## config.mk

```make
export PLATFORM = sky130hd
export DESIGN_NAME = io_reg_pipe_flat
export DESIGN_NICKNAME = d
export VERILOG_FILES = /design/src/rtl/io_reg_pipe_if.sv /design/src/rtl/io_reg_pipe.sv /design/src/flat_wrapper.sv
export SDC_FILE = /design/constraint.sdc
export NUM_CORES = 1
export LEC_CHECK = 0
export ABC_AREA = 1
export BUFFER_PORTS_ARGS = -buffer_cell sky130_fd_sc_hd__buf_2
export CAP_MARGIN = 20
export CORE_MARGIN = 10
export CORE_UTILIZATION = 50
export CTS_CLUSTER_DIAMETER = 50
export DETAILED_ROUTE_END_ITERATION = 10
export GPL_ROUTABILITY_DRIVEN = 0
export MAX_ROUTING_LAYER = met4
export PLACE_DENSITY = 0.77
export SYNTH_ARGS = -nofsm -noshare
export SYNTH_HDL_FRONTEND = slang
export SYNTH_SLANG_ARGS = --single-unit
```

## constraint.sdc

```tcl
create_clock -name CLK -period 1.93 [get_ports CLK]
set_input_delay 0.2895 -clock CLK [delete_from_list [all_inputs] [get_ports CLK]]
set_output_delay 0.2895 -clock CLK [all_outputs]
set_load 0.01 [all_outputs]
```

## src/rtl/io_reg_pipe_if.sv

```systemverilog
// io_reg_pipe bus: enable/flush/data toward the pipe, data/status back.
// master drives CE, FLUSH, D, D_VLD; slave drives Q, Q_VLD, FULL, FILL (+PERR with IO_REG_PIPE_PARITY_EN).
interface io_reg_pipe_if #(
  parameter int WIDTH = 8,
  parameter int DEPTH = 2
);
  localparam int FW = $clog2(DEPTH + 1);

  logic             CE;
  logic             FLUSH;
  logic [WIDTH-1:0] D;
  logic             D_VLD;
  logic [WIDTH-1:0] Q;
  logic             Q_VLD;
  logic             FULL;
  logic [FW-1:0]    FILL;
`ifdef IO_REG_PIPE_PARITY_EN
  logic             PERR;
`endif

  modport master (
    output CE, FLUSH, D, D_VLD,
`ifdef IO_REG_PIPE_PARITY_EN
    input  PERR,
`endif
    input  Q, Q_VLD, FULL, FILL
  );

  modport slave (
    input  CE, FLUSH, D, D_VLD,
`ifdef IO_REG_PIPE_PARITY_EN
    output PERR,
`endif
    output Q, Q_VLD, FULL, FILL
  );
endinterface

```

## src/rtl/io_reg_pipe.sv

```systemverilog
// WIDTH x DEPTH IO register pipe with CE, sync FLUSH, per-beat valid and fill count.
// Ports: CLK, RST (async, high), bus (slave). Macro IO_REG_PIPE_PARITY_EN adds parity + PERR.
module io_reg_pipe #(
  parameter int               WIDTH   = 8,
  parameter int               DEPTH   = 2,
  parameter logic [WIDTH-1:0] RST_VAL = '0
) (
  input logic         CLK,
  input logic         RST,
  io_reg_pipe_if.slave bus
);
  localparam int FW = $clog2(DEPTH + 1);

  logic [DEPTH-1:0][WIDTH-1:0] dat;
  logic [DEPTH-1:0]            vld;
  logic [FW-1:0]               fill;
  logic [FW-1:0]               fill_nxt;

  // Beats in and out cancel; intermediate wrap is harmless in modulo arithmetic.
  always_comb begin
    fill_nxt = fill + FW'(bus.D_VLD) - FW'(vld[DEPTH-1]);
  end

  always_ff @(posedge CLK or posedge RST) begin
    if (RST) begin
      dat  <= {DEPTH{RST_VAL}};
      vld  <= '0;
      fill <= '0;
    end else if (bus.FLUSH) begin
      dat  <= {DEPTH{RST_VAL}};
      vld  <= '0;
      fill <= '0;
    end else if (bus.CE) begin
      dat[0] <= bus.D;
      vld[0] <= bus.D_VLD;
      for (int i = 1; i < DEPTH; i++) begin
        dat[i] <= dat[i-1];
        vld[i] <= vld[i-1];
      end
      fill <= fill_nxt;
    end
  end

  assign bus.Q     = dat[DEPTH-1];
  assign bus.Q_VLD = vld[DEPTH-1];
  assign bus.FILL  = fill;
  assign bus.FULL  = (fill == FW'(DEPTH));

`ifdef IO_REG_PIPE_PARITY_EN
  logic [DEPTH-1:0] par;

  always_ff @(posedge CLK or posedge RST) begin
    if (RST) begin
      par <= '0;
    end else if (bus.FLUSH) begin
      par <= '0;
    end else if (bus.CE) begin
      par[0] <= bus.D_VLD & (^bus.D);
      for (int i = 1; i < DEPTH; i++) begin
        par[i] <= par[i-1];
      end
    end
  end

  // Q_VLD gating keeps PERR low after reset/flush and for idle beats.
  assign bus.PERR = vld[DEPTH-1] & ((^dat[DEPTH-1]) != par[DEPTH-1]);
`endif
endmodule

```

## src/flat_wrapper.sv

```systemverilog
// flat-port wrapper written by rule: the top's interface ports become plain ports
module io_reg_pipe_flat 
#(
  parameter int               WIDTH   = 8,
  parameter int               DEPTH   = 2,
  parameter logic [WIDTH-1:0] RST_VAL = '0
)
  (CLK, RST, bus_CE, bus_FLUSH, bus_D, bus_D_VLD, bus_Q, bus_Q_VLD, bus_FULL, bus_FILL);
  io_reg_pipe_if #(.WIDTH(WIDTH), .DEPTH(DEPTH)) bus_i ();
  input logic CLK;
  input logic RST;
  input wire logic [$bits(bus_i.CE)-1:0] bus_CE;
  input wire logic [$bits(bus_i.FLUSH)-1:0] bus_FLUSH;
  input wire logic [$bits(bus_i.D)-1:0] bus_D;
  input wire logic [$bits(bus_i.D_VLD)-1:0] bus_D_VLD;
  output wire logic [$bits(bus_i.Q)-1:0] bus_Q;
  output wire logic [$bits(bus_i.Q_VLD)-1:0] bus_Q_VLD;
  output wire logic [$bits(bus_i.FULL)-1:0] bus_FULL;
  output wire logic [$bits(bus_i.FILL)-1:0] bus_FILL;
  assign bus_i.CE = bus_CE;
  assign bus_i.FLUSH = bus_FLUSH;
  assign bus_i.D = bus_D;
  assign bus_i.D_VLD = bus_D_VLD;
  assign bus_Q = bus_i.Q;
  assign bus_Q_VLD = bus_i.Q_VLD;
  assign bus_FULL = bus_i.FULL;
  assign bus_FILL = bus_i.FILL;
  io_reg_pipe #(.WIDTH(WIDTH), .DEPTH(DEPTH), .RST_VAL(RST_VAL)) u_core (.CLK(CLK), .RST(RST), .bus(bus_i));
endmodule
```

==> results of run 1 <==
-- logic make-up (layout without fill, tap and decap cells) --
logic type	after synthesis	in the layout	share of synthesized area, %
buffers and inverters	27	45	15.6
and+or+nand+nor	31	31	15.0
adders and majority gates	2	2	2.73
AOI/OAI and AO/OA	19	19	12.0
DFF	20	20	54.6
-- sequential cells by signal, summed over array words and instances (netlist names) --
register / count
u_core.bus.Q: 8
u_core.dat: 8
u_core.bus.FILL: 2
u_core.vld: 2
-- cell usage after synthesis (all sizes together) --
| cell type | n | share of area (%) |
|---|---|---|
| nand2 | 25 | 10 |
| dfrtp | 20 | 55 |
| o21ai | 19 | 12 |
| inv | 17 | 7.0 |
| buf | 10 | 8.6 |
| nor2 | 3 | 2.3 |
| ha | 2 | 2.7 |
| nand3 | 2 | 1.6 |
| nand3b | 1 | 0.82 |
-- metal layers --
metal	wire, µm	track usage, %	up-vias
li1	-	-	334
met1	793	11.3	303
met4	64	8.38	0
met3	86	2.33	4
met2	874	16.0	20
met5	0	-	-
-- worst max-delay path: cells and delay by family (launching register included) --
| family | cells | cell delay [ns] |
|---|---|---|
| buffers and inverters | 2 | 0.23 |
| DFF | 1 | 0.42 |
| and+or+nand+nor | 1 | 0.09 |
-- worst max path at each step --
stage,startpoint,endpoint,slack [ns],cells past startpoint
5_1_grt,u_core.bus.FILL[1],bus_FULL,0.49,3
4_1_cts,u_core.bus.FILL[1],bus_FULL,0.60,3
2_1_floorplan,u_core.bus.FILL[0],u_core.bus.FILL[1],0.64,7
3_5_place_dp,bus_FLUSH,u_core.vld[0],0.58,4
3_3_place_gp,bus_FLUSH,u_core.vld[0],0.61,4
6_report,u_core.bus.FILL[1],bus_FULL,0.60,3
-- where the power goes --
group	internal [W]	switching, W	total, W
logic	0.0000338	0.0000604	0.0000942
registers	0.000439	0.00000893	0.000448
clock network	0.000210	0.000134	0.000344
-- stage by stage --
stage	utilization, %	setup WS [ns]	hold slack [ns]	cell area (µm²)
global route	60.3	0.495	0.136	1040
detailed placement	57.2	0.583	0.458	988
finish	60.3	0.601	0.0891	1040
floorplan	-	0.644	0.253	916
global placement	57.2	0.613	0.440	988
CTS	60.3	0.597	0.119	1040
-- final cells by class --
cell class              instances  area, µm²  area share (%)
clock inverters                 1       30.0            2.88
flip-flops and latches         20        500            48.1
well taps                      25       31.3            3.00
multi-input cells              52        273            26.2
repair buffers                 24        120            11.5
clock buffers                   3       22.5            2.16
inverters                      17       63.8            6.13
==> reports/metrics.cfg, run 1 <==
[synthesis]
synth_area_um2 = 916
syn_inst = 99
ys_ff_latch = 20
seq_area_frac_synth_pct = 54.6
ys_types = 16
syn_avg_cell_area_um2 = 9.25
syn_nets = 114
ys.warnings.count = 0

[setup_path]
crit_type = register to primary output
crit_required_ns = 1.64
cp_slowest_cell = dfrtp_1
critical_path.max_stage_delay_ns = 0.42
crit_arrival_ns = 1.04
r2r_end = u_core.bus.FILL[1]
r2r_start = u_core.vld[1]
end_kind = primary output
ff2ff_path_depth = 6
start_kind = register
crit_chain = inv_1 > nor2_1 > buf_2
path_max_fanout = 5
r2r_slack_ns = 0.64

[global_routing]
grt_pass1_vias = 698
gr-total-overflow = 0
antenna_found_initial = 0
grt_usage_pct = 10.4
grt_start_max_net_pins = 21
grt_pass1_wl_um = 3150

[clock_tree]
root_buffer = clkbuf_4
clkLatencyLatePin_ns = 0.31
cts.repair.resized = 0
htreeDepth = 1
clock_path_buffers = 2
clk_pin_slew_ns = 0.12
cts.sinks = 20
cts_tree = done
numCtsBuffers = 3
holdBufCountCts = 0
postCtsSetupBuffers = 0

[cells_and_area]
layout_common_cells = 25 x nand2_1, 24 x buf_2, 20 x dfrtp_1, 15 x inv_1, 8 x o21ai_1
layout.nets = 133
fill_cells = 164
layout_commonest_cell = nand2_1
layout-drive-gt1-share_pct = 31.6
final_cells = 142
diodes = 0
areaGrowthSynthToFinish_pct = 13.7

[floorplanning]
dieArea_um2 = 3940
rows = 15
top_level_ports = 25
coreArea_um2 = 1730
initial_core_util_pct = 53.0
die_width_um = 62.8
die_y_um = 62.8

[power_and_ir_drop]
power.total_w = 0.000886
power_leakage_nw = 0.552
power_density_nw_per_um2 = 851
ir_worst_vdd_uv = 562

[timing]
fmax_ghz = 0.752
tightestPinTransition_ns = 0.745
slew_headroom_pct = 50.3
fin_skew_ns = 0.00515
finalSetupTns_ns = 0
fin_crit_ns = 1.33
hold_violations = 0
final.period_utilization_pct = 68.9
rsz0062_at_grt = no
setup_viol = 0
slew_violations = 0

[route]
drt_pre_antenna_iters = 4
drt_wl_total_um = 1820
drt-wirelength-per-cell_um = 12.8
drtAntennaViolNets = 0
drtIter0Drc = 6
num_vias = 661
viasPerCell = 4.65
drc = 0

[run]
maxCapViolCount = 0

[place]
placed_cells = 138
hpwl_um = 1330
buffer_ports.inserted = 24

[worst_hold_path]
hp-class = input pin to async pin

[run_status]
status = complete, no violations

(Power assumes the default switching activity.)
==> run 2: changes to the inputs <==
Settings changed: ABC_AREA 1 to 0, CORE_UTILIZATION 50 to 45, PLACE_DENSITY 0.77 to 0.73.
Clock period 1.93 ns to 1.13 ns, I/O delays scaled along.
==> run 2 against run 1 <==
The run now ends with setup timing left; highest routed layer unchanged; worst hold slack improved by 0.023 ns; die area increased by 8.8%; via count fell by 10%.
==> reports/metrics.cfg, run 2 <==
[timing]
fin_skew_ns = 0.00395  ; -0.00120 ns
fmax_ghz = 0.699
rsz0062_at_grt = yes
slew_violations = 0  ; unchanged
slew_headroom_pct = 83.6  ; +33 points
final.period_utilization_pct = 127
tightestPinTransition_ns = 0.247  ; -0.499 ns
setup_viol = 4  ; +4
fin_crit_ns = 1.43
finalSetupTns_ns = -0.599  ; -0.599 ns
setup_slack_ns = -0.302  ; -0.902 ns
hold_violations = 0  ; unchanged

[power_and_ir_drop]
pwr-share-comb_pct = 13.9  ; +3.3 points
p_clk_share_pct = 36.7  ; -2.1 points
swShare_pct = 21.7  ; -1.3 points
pwr-share-seq_pct = 49.4  ; -1.1 points
power_switching_w = 0.000336  ; +66%
power_leakage_nw = 0.645  ; +17%
power_density_nw_per_um2 = 1350  ; +59%
power.total_w = 0.00155  ; +75%
power.internal_w = 0.00122  ; +78%
ir_worst_vdd_uv = 1070  ; +90%

[cells_and_area]
final_cells = 131  ; -7.7%
final-seq-area_um2 = 500  ; unchanged
final_util_pct = 58.5  ; -1.8 points
layout_commonest_cell = buf_2
layout-drive-gt1-share_pct = 36.5  ; +4.9 points
layout_common_cells = 22 x buf_2, 20 x nor2_1, 20 x dfrtp_1, 19 x mux2i_1, 4 x buf_4
finalInstanceArea_um2 = 1150  ; +10%
layout.nets = 120  ; -9.8%
fill_cells = 193  ; +18%
multi_input_area_um2 = 345  ; +27%
diodes = 0  ; unchanged
areaGrowthSynthToFinish_pct = 23.1

[worst_hold_path]
hp-class = input pin to register

[setup_path]
end_kind = register
critical_path.max_stage_delay_ns = 0.40  ; -0.02 ns
crit_chain = ha_1 > inv_2 > ha_4 > xor2_2 > a21oi_1 > a31o_2
cp.buffers_inverters = 1  ; -1
crit_type = register to register
crit_arrival_ns = 1.62  ; +0.58 ns
crit_required_ns = 1.32  ; -0.32 ns
cp_slowest_cell = dfrtp_1
path_max_fanout = 2  ; -3
start_kind = register
cpLargestDelayFamily = adder cells

[global_routing]
antenna_found_initial = 0  ; unchanged
grt_pass1_vias = 613  ; -12%
grt_usage_pct = 8.53  ; -1.9 points
gr-total-overflow = 0  ; unchanged
grt_start_max_net_pins = 21  ; unchanged
grt_pass1_wl_um = 2840  ; -10%

[route]
drt_pre_antenna_iters = 2  ; -2
drtIter0Drc = 2  ; -4
drc = 0  ; unchanged
viasPerCell = 4.53  ; -2.8%
drtAntennaViolNets = 0  ; unchanged
drt_wl_total_um = 1640  ; -9.6%
drt-wirelength-per-cell_um = 12.5  ; -2.0%
num_vias = 593  ; -10%

[clock_tree]
clock_path_buffers = 2  ; unchanged
cts_tree = done
htreeDepth = 1  ; unchanged
clk_pin_slew_ns = 0.11  ; about the same
cts.sinks = 20  ; unchanged
root_buffer = clkbuf_4
clkLatencyLatePin_ns = 0.29  ; -0.02 ns
numCtsBuffers = 3  ; unchanged

[synthesis]
synth_area_um2 = 932  ; +1.8%
ys_types = 13  ; -3
synth_edf_count = 0  ; unchanged
ys.warnings.count = 0  ; unchanged
syn_nets = 96  ; -16%
syn_avg_cell_area_um2 = 11.5  ; +24%
seq_area_frac_synth_pct = 53.7  ; -0.95 points
ys_top_cells_by_count = 20 x dfrtp_1, 20 x nor2_1, 19 x mux2i_1
synthArstFlopShare_pct = 100  ; unchanged
synth.largest_area_cell = dfrtp_1
synth_top_area_share_pct = 53.7  ; -0.95 points
synth_ff_type = dfrtp_1
ys_ff_latch = 20  ; unchanged
syn_inst = 81  ; -18%
ys_top_cells_by_area = dfrtp_1 54%, mux2i_1 20%, nor2_1 8.1%

[floorplanning]
rows = 16  ; +1
die_width_um = 65.5  ; +4.3%
top_level_ports = 25  ; unchanged
initial_core_util_pct = 47.5  ; -5.5 points
coreArea_um2 = 1960  ; +14%
die_y_um = 65.5  ; +4.3%
dieArea_um2 = 4290  ; +8.8%

[run]
maxCapViolCount = 0  ; unchanged

[place]
place_area_um2 = 1050  ; +6.6%
buffer_ports.inserted = 24  ; unchanged
hpwl_um = 1260  ; -4.7%
placed_cells = 125  ; -9.4%

[run_status]
status = finished, violations left
violations = setup timing

-- run 2: cell count changes after synthesis, sizes merged, moves of 2 or more --
cell | before | now
nand2 | 25 | 0
nand3 | 2 | 0
inv | 17 | 3
mux2i | 0 | 19
nor2 | 3 | 20
buf | 10 | 12
o21ai | 19 | 0
-- run 2: final cells by class --
class | instances | share of cell area (%)
multi-input cells | 46 | 30.1
repair buffers | 31 | 17.8
inverters | 3 | 0.981
flip-flops and latches | 20 | 43.6
well taps | 27 | 2.94
clock inverters | 1 | 2.62
clock buffers | 3 | 1.96
-- run 2: path summary, 6_finish.rpt --
kind	startpoint	end	slack [ns]	depth (start not counted)
hold / removal	bus_D[5]	u_core.dat[5]	0.11	3
setup / recovery	u_core.vld[1]	u_core.bus.FILL[1]	-0.30	6
hold reg to reg	u_core.bus.Q[7]	u_core.bus.Q[7]	0.53	2
setup reg to reg	u_core.vld[1]	u_core.bus.FILL[1]	-0.30	6
max in group asynchronous	RST	u_core.bus.FILL[1]	0.51	4
min in group asynchronous	RST	u_core.dat[2]	0.42	4
-- run 2: cells by family (layout without fill, tap and decap cells) --
kind of cell	after synthesis	count (layout)	synth area share, %
xor+xnor	1	1	0.940
simple gates	22	22	9.40
compound gates	2	2	1.48
flops	20	20	53.7
mux	19	19	20.4
fa+ha+maj	2	2	2.68
buf+inv	15	38	11.4
-- run 2: what timing repair did --
action / in CTS / in global routing
hold buffers: 1 / 0
hold endpoints to repair: 20 / 0
gates resized for setup: 4 / 0
setup endpoints to repair: 5 / 5
buffers inserted: 0 / 2
pin swaps: 5 / 2
-- run 2: tightest hold or removal path, stage by stage --
cell and delay [ns]:
buf_2 0.07, mux2i_1 0.05, nor2_1 0.07
-- run 2: power by group through the flow --
stage | clock network (W) | logic [W] | registers, W
CTS | 0.000590 | 0.000221 | 0.000768
finish | 0.000570 | 0.000216 | 0.000768
detailed placement | 0 | 0.000207 | 0.000782
floorplan | 0 | 0.000140 | 0.000784
global placement | 0 | 0.000199 | 0.000780
global route | 0.000611 | 0.000244 | 0.000773
-- run 2: routing by layer --
layer / GRT usage (%) / vias to the layer above / part of all wire, %
met3: 2.88 / 4 / 5.7
li1: - / 303 / -
met5: - / - / 0
met1: 9.73 / 268 / 46
met4: 4.01 / 0 / 1.3
met2: 13.2 / 18 / 46
-- run 2: per-stage QoR --
stage	setup slack, ns	hold WS (ns)
after floorplan	-0.347	0.133
after global placement	-0.277	0.200
after detailed placement	-0.341	0.205
after CTS	-0.317	0.104
after global routing	-0.390	0.111
final	-0.302	0.112
==> run 3: changes to the inputs <==
Settings changed: CORE_UTILIZATION 45 to 25, HOLD_SLACK_MARGIN from default to 0.05, PLACE_DENSITY 0.73 to default.
==> run 3 against run 2 <==
The run still ends with setup timing left; sequential power about the same; count of clock-buffer cells in the layout increased by 1; first-iteration DRC count increased to 18 times the previous value; die area increased by 53%; final area increased by 0.44%; worst setup slack improved by 0.018 ns; worst hold slack improved by 0.054 ns; critical path depth increased by 1; total power decreased by 4.1%; sequential share of layout area decreased by 0.19 points; core utilization decreased by 27 points; register-to-register slack improved by 0.02 ns; largest cell class unchanged; highest routed layer unchanged.
==> reports/metrics.cfg, run 3 (synthesis gave the netlist of run 2 again) <==
[timing]
setup_slack_ns = -0.284  ; +0.0180 ns
final.period_utilization_pct = 125  ; -1.6 points
finalSetupTns_ns = -0.414  ; +0.186 ns
setup_viol = 3  ; -1
hold_violations = 0  ; unchanged
hold-worst-slack_ns = 0.166  ; +0.0542 ns
fin_skew_ns = 0.00113  ; -0.00282 ns
fin_crit_ns = 1.41  ; -0.0180 ns
slew_headroom_pct = 83.7  ; +0.13 points
slew_violations = 0  ; unchanged
fmax_ghz = 0.707  ; +1.3%
tightestPinTransition_ns = 0.245  ; -0.00192 ns
rsz0062_at_grt = yes

[setup_path]
crit_type = register to register
r2r_slack_ns = -0.28  ; +0.02 ns
critical_path.max_stage_delay_ns = 0.34  ; -0.06 ns
critical_path.endpoint = u_core.bus.FILL[1]
crit_chain = inv_1 > ha_1 > inv_2 > ha_4 > xor2_2 > a21oi_1 > a31o_2
path_max_fanout = 2  ; unchanged
cp_slowest_cell = dfrtp_1
end_kind = register
start_kind = register
crit_cells = 7  ; +1
setup.worst_path.start = u_core.bus.FILL[0]
r2r_start = u_core.bus.FILL[0]
crit_required_ns = 1.27  ; -0.05 ns
r2r_end = u_core.bus.FILL[1]
ff2ff_path_depth = 7  ; +1
crit_arrival_ns = 1.55  ; -0.07 ns
cpLargestDelayFamily = adder cells
cp.buffers_inverters = 2  ; +1

[route]
num_vias = 597  ; +0.67%
drtIter0Drc = 35  ; +33
drtAntennaViolNets = 0  ; unchanged
drt_wl_total_um = 1730  ; +5.4%
drt_pre_antenna_iters = 3  ; +1
drc = 0  ; unchanged
drt-wirelength-per-cell_um = 11.5  ; -8.6%
viasPerCell = 3.95  ; -13%

[clock_tree]
numCtsBuffers = 3  ; unchanged
cts.sinks = 20  ; unchanged
htreeDepth = 1  ; unchanged
root_buffer = clkbuf_8
clkLatencyLatePin_ns = 0.25  ; -0.04 ns
clock_path_buffers = 2  ; unchanged
cts_tree = done
clk_pin_slew_ns = 0.07  ; -0.04 ns

[place]
placed_cells = 146  ; +17%
buffer_ports.inserted = 24  ; unchanged
hpwl_um = 1360  ; +7.9%

[cells_and_area]
layout_commonest_cell = buf_2
areaGrowthSynthToFinish_pct = 23.6
final_util_pct = 31.7  ; -27 points
layout.nets = 119  ; -0.83%
layout-drive-gt1-share_pct = 35.9  ; -0.62 points
diodes = 0  ; unchanged
final_cells = 151  ; +15%
layout_common_cells = 24 x buf_2, 20 x nor2_1, 20 x dfrtp_1, 19 x mux2i_1

[floorplanning]
die_y_um = 81.1  ; +24%
die_width_um = 81.1  ; +24%
dieArea_um2 = 6570  ; +53%
top_level_ports = 25  ; unchanged
initial_core_util_pct = 25.7  ; -22 points
rows = 22  ; +6
coreArea_um2 = 3630  ; +85%

[global_routing]
grt_pass1_vias = 663  ; +8.2%
grt_start_max_net_pins = 22  ; +4.8%
gr-total-overflow = 0  ; unchanged
grt_usage_pct = 5.76  ; -2.8 points
antenna_found_initial = 0  ; unchanged
grt_pass1_wl_um = 2870  ; +1.2%

[run_status]
violations = setup timing
status = finished, violations left

[power_and_ir_drop]
power_leakage_nw = 0.638  ; -1.1%
pwr-share-seq_pct = 51.6  ; +2.2 points
pwr-share-comb_pct = 13.9  ; about the same
power_switching_w = 0.000328  ; -2.4%
ir_worst_vdd_uv = 443  ; -59%
power.internal_w = 0.00116  ; -4.6%
p_clk_share_pct = 34.5  ; -2.2 points
power_density_nw_per_um2 = 1290  ; -4.6%
swShare_pct = 22.0  ; +0.39 points

[worst_hold_path]
hp-class = input pin to register

[run]
maxCapViolCount = 0  ; unchanged

run 3: cell count changes in the layout (fill, tap and decap cells not counted):
| cell | change |
|---|---|
| clkbuf_8 | +4 |
| buf_6 | -3 |
| buf_2 | +2 |
| clkbuf_4 | -3 |
| bufinv_16 | -1 |
run 3: worst register-to-register path, stage by stage (launching register included):
cell     delay (ns)
dfrtp_1        0.34
inv_1          0.05
ha_1           0.30
inv_2          0.07
ha_4           0.12
xor2_2         0.14
a21oi_1        0.08
a31o_2         0.21
run 3: worst min path at each step:
stage | startpoint | cells past startpoint | endpoint | slack [ns]
5_1_grt | bus_D[4] | 3 | u_core.dat[4] | 0.16
6_report | bus_D[4] | 3 | u_core.dat[4] | 0.17
2_1_floorplan | RST | 1 | u_core.bus.FILL[0] | 0.13
4_1_cts | bus_D[4] | 3 | u_core.dat[4] | 0.16
3_5_place_dp | RST | 3 | u_core.bus.FILL[0] | 0.21
3_3_place_gp | RST | 3 | u_core.vld[0] | 0.20
run 3: power groups by stage:
stage               clock (W)  combinational (W)  sequential [W]
floorplan                   0           0.000140        0.000784
global placement            0           0.000200        0.000780
detailed placement          0           0.000207        0.000782
CTS                  0.000542           0.000214        0.000769
global route         0.000587           0.000236        0.000773
finish               0.000513           0.000207        0.000769
run 3: layout make-up:
type                       instances  area (µm²)
tap                               48        60.1
multi-input combinational         46         345
inverter                           3        11.3
fill                             411        2480
timing repair buffer              30         180
sequential                        20         500
clock buffer                       4        55.1
run 3: metal layers:
| metal | up-vias | GRT usage [%] | routed length, µm |
|---|---|---|---|
| met4 | 0 | 2.08 | 6 |
| li1 | 295 | - | - |
| met1 | 283 | 6.00 | 742 |
| met5 | - | - | 0 |
| met2 | 17 | 9.39 | 786 |
| met3 | 2 | 2.65 | 196 |
run 3: per-stage QoR:
step,worst slack [ns],total power (W),area [µm²]
floorplan,-0.347,0.000924,945
global placement,-0.276,0.000980,1080
detailed placement,-0.324,0.000990,1080
CTS,-0.285,0.00152,1150
global route,-0.340,0.00160,1150
finish,-0.284,0.00149,1150
run 3: repair_timing:
action                                 CTS  global route
buffers inserted                         1             1
setup endpoints to repair                3             4
endpoints found under the hold margin   20             0
gates cloned                             0             0
hold buffers                             1             0
gates resized for setup                  1             0
pin swaps                                5             0
